$ cat src/rtl/eth_pixel_receiver.sv
// RMII receive stage: assembles dibits into bytes, strips preamble/SFD and MAC header,
// and writes the payload of each indexed packet into a 320x240 frame buffer.
module eth_pixel_receiver #(
   parameter int HEADER_BYTES      = 14,
   parameter int PIXELS_PER_PACKET = 320,
   parameter int PACKETS_PER_FRAME = 240,
   parameter int FCS_BYTES         = 4,
   parameter int ADDR_WIDTH        = 17
) (
   input  logic                  clk_in,
   input  logic                  rst_n_in,
   input  logic                  crsdv_in,
   input  logic [1:0]            rxd_in,
   output logic [7:0]            pixel_out,
   output logic [ADDR_WIDTH-1:0] pixel_addr_out,
   output logic                  pixel_valid_out,
   output logic                  frame_done_out,
   output logic                  err_out,
   output logic [15:0]           packet_count_out,
   output logic [2:0]            state_dbg_out
);

   // pixel_valid_out is a one-cycle write strobe with no backpressure; pixel_out and
   // pixel_addr_out are meaningful only in that cycle and hold their value otherwise.

   localparam int CNT_W = 16;

   typedef enum logic [2:0] {
      S_IDLE     = 3'd0,
      S_PREAMBLE = 3'd1,
      S_HEADER   = 3'd2,
      S_INDEX    = 3'd3,
      S_PAYLOAD  = 3'd4,
      S_TRAILER  = 3'd5,
      S_DROP     = 3'd6
   } state_t;

   state_t                state_q, state_d;
   logic [1:0]            dcnt_q;
   logic [5:0]            shreg_q;
   logic [CNT_W-1:0]      cnt_q;
   logic [7:0]            idx_hi_q;
   logic [15:0]           idx_q;
   logic [ADDR_WIDTH-1:0] base_q;

   logic        in_data, byte_done;
   logic [7:0]  byte_val;
   logic [15:0] idx_cat;
   logic        clr_cnt, inc_cnt, load_hi, load_idx;
   logic        strobe_d, done_pkt_d, frame_done_d, err_d;

   assign in_data   = (state_q == S_HEADER) || (state_q == S_INDEX) ||
                      (state_q == S_PAYLOAD) || (state_q == S_TRAILER);
   assign byte_done = in_data && crsdv_in && (dcnt_q == 2'd3);
   assign byte_val  = {rxd_in, shreg_q};
   assign idx_cat   = {idx_hi_q, byte_val};
   assign state_dbg_out = state_q;

   always_ff @(posedge clk_in or negedge rst_n_in) begin
      if (!rst_n_in) state_q <= S_IDLE;
      else           state_q <= state_d;
   end

   always_comb begin
      state_d      = state_q;
      clr_cnt      = 1'b0;
      inc_cnt      = 1'b0;
      load_hi      = 1'b0;
      load_idx     = 1'b0;
      strobe_d     = 1'b0;
      done_pkt_d   = 1'b0;
      frame_done_d = 1'b0;
      err_d        = 1'b0;
      case (state_q)
         S_IDLE: begin
            if (crsdv_in && rxd_in == 2'b01) state_d = S_PREAMBLE;
         end
         S_PREAMBLE: begin
            if (!crsdv_in) state_d = S_IDLE;
            else if (rxd_in == 2'b11) begin
               state_d = S_HEADER;
               clr_cnt = 1'b1;
            end else if (rxd_in != 2'b01) state_d = S_IDLE;
         end
         S_HEADER: begin
            if (!crsdv_in) begin
               state_d = S_IDLE;
               err_d   = 1'b1;
            end else if (byte_done) begin
               if (cnt_q == CNT_W'(HEADER_BYTES - 1)) begin
                  state_d = S_INDEX;
                  clr_cnt = 1'b1;
               end else inc_cnt = 1'b1;
            end
         end
         S_INDEX: begin
            if (!crsdv_in) begin
               state_d = S_IDLE;
               err_d   = 1'b1;
            end else if (byte_done) begin
               if (cnt_q == '0) begin
                  load_hi = 1'b1;
                  inc_cnt = 1'b1;
               end else begin
                  load_idx = 1'b1;
                  clr_cnt  = 1'b1;
                  if (idx_cat >= 16'(PACKETS_PER_FRAME)) begin
                     state_d = S_DROP;
                     err_d   = 1'b1;
                  end else state_d = S_PAYLOAD;
               end
            end
         end
         S_PAYLOAD: begin
            // byte_done implies crsdv_in=1, so the final byte always completes first
            if (!crsdv_in) begin
               state_d = S_IDLE;
               err_d   = 1'b1;
            end else if (byte_done) begin
               strobe_d = 1'b1;
               if (cnt_q == CNT_W'(PIXELS_PER_PACKET - 1)) begin
                  done_pkt_d   = 1'b1;
                  frame_done_d = (idx_q == 16'(PACKETS_PER_FRAME - 1));
                  state_d      = S_TRAILER;
                  clr_cnt      = 1'b1;
               end else inc_cnt = 1'b1;
            end
         end
         S_TRAILER: begin
            if (!crsdv_in) begin
               state_d = S_IDLE;
               err_d   = (cnt_q < CNT_W'(FCS_BYTES));
            end else if (byte_done && cnt_q < CNT_W'(FCS_BYTES)) inc_cnt = 1'b1;
         end
         S_DROP: begin
            if (!crsdv_in) state_d = S_IDLE;
         end
         default: state_d = S_IDLE;
      endcase
   end

   always_ff @(posedge clk_in or negedge rst_n_in) begin
      if (!rst_n_in) begin
         dcnt_q           <= '0;
         shreg_q          <= '0;
         cnt_q            <= '0;
         idx_hi_q         <= '0;
         idx_q            <= '0;
         base_q           <= '0;
         pixel_out        <= '0;
         pixel_addr_out   <= '0;
         pixel_valid_out  <= 1'b0;
         frame_done_out   <= 1'b0;
         err_out          <= 1'b0;
         packet_count_out <= '0;
      end else begin
         if (in_data && crsdv_in) begin
            dcnt_q  <= dcnt_q + 2'd1;
            shreg_q <= {rxd_in, shreg_q[5:2]};
         end else begin
            dcnt_q <= '0;
         end
         if (clr_cnt)      cnt_q <= '0;
         else if (inc_cnt) cnt_q <= cnt_q + CNT_W'(1);
         if (load_hi) idx_hi_q <= byte_val;
         if (load_idx) begin
            idx_q  <= idx_cat;
            base_q <= ADDR_WIDTH'(idx_cat) * ADDR_WIDTH'(PIXELS_PER_PACKET);
         end
         if (strobe_d) begin
            pixel_out      <= byte_val;
            pixel_addr_out <= base_q + ADDR_WIDTH'(cnt_q);
         end
         pixel_valid_out <= strobe_d;
         frame_done_out  <= frame_done_d;
         err_out         <= err_d;
         if (done_pkt_d) packet_count_out <= packet_count_out + 16'd1;
      end
   end

endmodule

$ cat config.mk
export PLATFORM = sky130hd
export DESIGN_NAME = eth_pixel_receiver
export DESIGN_NICKNAME = d
export VERILOG_FILES = /design/src/rtl/eth_pixel_receiver.sv
export SDC_FILE = /design/constraint.sdc
export NUM_CORES = 1
export LEC_CHECK = 0
export BUFFER_PORTS_ARGS = -buffer_cell sky130_fd_sc_hd__buf_2
export CAP_MARGIN = 20
export CORE_ASPECT_RATIO = 1.2
export CORE_MARGIN = 3
export CORE_UTILIZATION = 59
export CTS_BUF_LIST = sky130_fd_sc_hd__clkbuf_16
export CTS_CLUSTER_DIAMETER = 80
export DETAILED_ROUTE_END_ITERATION = 8
export PLACE_DENSITY = 0.79
export RECOVER_POWER = 25
export SYNTH_ARGS = -nofsm -noshare
export SYNTH_HDL_FRONTEND = slang
export SYNTH_SLANG_ARGS = --single-unit
$ cat constraint.sdc
create_clock -name clk_in -period 2.75 [get_ports clk_in]
set_input_delay 0.275 -clock clk_in [delete_from_list [all_inputs] [get_ports clk_in]]
set_output_delay 0.275 -clock clk_in [all_outputs]
set_load 0.02 [all_outputs]
==> metrics.csv <==
metric,value,unit
status,"complete, no violations",
yosys_warnings,0,
drc_errors,0,
critical_path_required,2.94,ns
cts_buffers,9,
p_sw_share,24.03,%
ys_types,55,
area_growth_syn_to_layout,12.84,%
place_area,5811,um^2
design.die.area,10340,um^2
synth_common_cells,"nand2_1 (137), dfrtp_1 (104), ha_1 (30), o21ai_0 (30), nor2_1 (23)",
die_width,93.32,um
ant_nets,0,
vias_per_cell,5.793,
antenna_found_initial,0,
cp_data_arrival_time,2.69,ns
synth_edf_count,0,
tns,0,ns
grt_pass1_vias,4037,
layout-drive-gt1-share,15.59,%
async_flop_share,100.0,%
slew_headroom,12.38,%
syn_avg_cell_area,9.604,um^2
worst_skew_pair.late_latency,0.34,ns
placement.io_buffers,51,
cts.path.max_buffers,2,
ys_ff_latch,104,
gr-usage-met1,30.12,%
synth.most_common_cell,nand2_1,
finalHoldViolations,0,
h-tree-depth,3,
r2r_cells,7,
report.final.slew_viol_count,0,
synth_area_leader_cell,dfrtp_1,
yosysSeqAreaShare,48.22,%
grt_pass1_wl,18.76,mm
clkTransAtPathRegs,0.07,ns
wl,11.16,mm
end_kind,flip-flop,
post-route-period-util,91.02,%
clock-sinks,104,
critPathMaxFanout,30,
setup_violations,0,
fin_area,6091,um^2
pwr-share-clk,39.4,%
hold_path_class,primary input to flip-flop,
synthFlopType,dfrtp_1,
ir_drop,0.3406,mV
first_pass_iters,5,
grt_max_degree,52,
seq_power_share,53.0,%
diodes,0,
core-area,8750,um^2
max_freq,399.5,MHz
fp-row-count,37,
cts_tree,done,
grt_use_total,22.19,%
synth_area_leaders,"dfrtp_1 (48%), nand2_1 (9.5%), ha_1 (7.0%), mux2_2 (2.9%), o21ai_0 (2.8%)",
met2_usage,37.50,%
path_class,flip-flop to flip-flop,
start_util,61.69,%
vias,4281,
p_int,0.002244,W
wl_per_cell,15.10,um
worst_pin_slew,1.314,ns
grt_setup_unrepaired,no,
grt-ovfl-total,0,
skew,0.009358,ns
clk_root_buffer_cell,clkbuf_16,
grt.busiest_layer,met2,
power_density,484.9,nW/um^2
min_path_cells,3,
gp_congestion,0.8773,
die_h,110.8,um
p_leak,3.093,nW
synth_nets,599,
syn-cell-area,5398,um^2
cp-start-kind,flip-flop,
nNetsFinal,654,
syn-instance-count,562,
met3_usage,2.105,%
drv_cap,0,
combPwrFrac,7.6,%
num_io_pins,52,
place_hpwl,8.109,mm
drtIter0Drc,277,
p_sw,0.0007098,W
min_period,2.503,ns
yosysTopAreaCellShare,48.22,%
## area by class of cell
class | instances | area [um^2]
inverter | 12 | 45.04
sequential | 104 | 2603
fill | 690 | 2659
clock buffer | 9 | 225.2
clock inverter | 7 | 46.29
multi-input combinational | 426 | 2675
tap | 117 | 146.4
timing repair buffer | 64 | 350.3
## logic make-up after synthesis
kind of cell	Yosys count	share of synthesized area (%)
compound gates	100	12.15
xor+xnor	27	4.381
fa+ha+maj	32	7.696
buf+inv	32	2.503
flops	104	48.22
mux	15	3.106
simple gates	252	21.95
## power by group through the flow
stage               registers, W  clock network [W]  logic (W)
CTS                      0.00157            0.00119   0.000228
global route             0.00157            0.00125   0.000253
global placement         0.00159                  0   0.000211
finish                   0.00157            0.00116   0.000224
detailed placement       0.00159                  0   0.000222
floorplan                0.00160                  0   0.000124
## per-layer routing
layer	part of all wire, %	routed length (um)
met1	43	4843
met2	51	5709
met3	4.1	456
met4	1.3	148
met5	0	0
## critical path, cell delays in order, from the launching register on
cell,delay [ns]
dfrtp_1,0.46
nor4_2,0.33
nand3_2,0.26
or3_1,0.43
a311oi_2,0.26
buf_4,0.32
mux2i_1,0.24
nor2_1,0.06
## cell usage in the layout (no fill, tap or decap), drive strengths merged, types with 3 or more instances in the layout
cell type / n
clkbuf: 24
o21a: 5
nor2b: 5
o31ai: 8
nor3: 10
o21bai: 3
inv: 13
or3: 16
nand4b: 3
mux2: 14
xor2: 15
nor4: 7
xnor2: 12
a211oi: 4
dfrtp: 104
a21oi: 17
nor2: 30
o211ai: 8
buf: 48
nor3b: 3
nand4: 7
a21o: 6
clkinv: 4
ha: 30
and2: 3
o31a: 3
nand2: 137
or2: 3
o21ai: 32
nand3: 18
## per-stage QoR
stage | hold WS, ns | power (W) | worst slack, ns | std cells | utilization, %
finish | 0.2323 | 0.002953 | 0.2470 | 739 | 69.61
global route | 0.2627 | 0.003072 | 0.08319 | 739 | 69.61
CTS | 0.2228 | 0.002982 | 0.1382 | 738 | 69.63
detailed placement | 0.3572 | 0.001817 | 0.1569 | 721 | 66.41
global placement | 0.3485 | 0.001804 | 0.2143 | 721 | 66.41
floorplan | -0.02059 | 0.001721 | 0.4240 | 562 | -
## sequential cells by signal (all words and copies together), names as in the netlist
signal            count
shreg_q               6
idx_q                16
frame_done_out        1
packet_count_out     16
base_q                9
err_out               1
dcnt_q                2
state_dbg_out         3
pixel_addr_out       17
cnt_q                16
pixel_valid_out       1
idx_hi_q              8
pixel_out             8
## path summary, 6_finish.rpt
path / endpoint / slack, ns / startpoint
setup / recovery: cnt_q[1] / 0.25 / cnt_q[11]
hold / removal: state_dbg_out[1] / 0.23 / crsdv_in
setup reg to reg: cnt_q[1] / 0.25 / cnt_q[11]
hold reg to reg: dcnt_q[0] / 0.44 / dcnt_q[0]
max in group asynchronous: idx_hi_q[4] / 1.06 / rst_n_in
min in group asynchronous: pixel_addr_out[13] / 0.74 / rst_n_in
## repair_timing
action,in CTS,in global routing
setup endpoints to repair,0,11
gates resized for setup,0,2
buffers inserted,0,0
hold buffers,1,0
endpoints found under the hold margin,9,0
No activity file was read; power rests on OpenSTA's default activity.
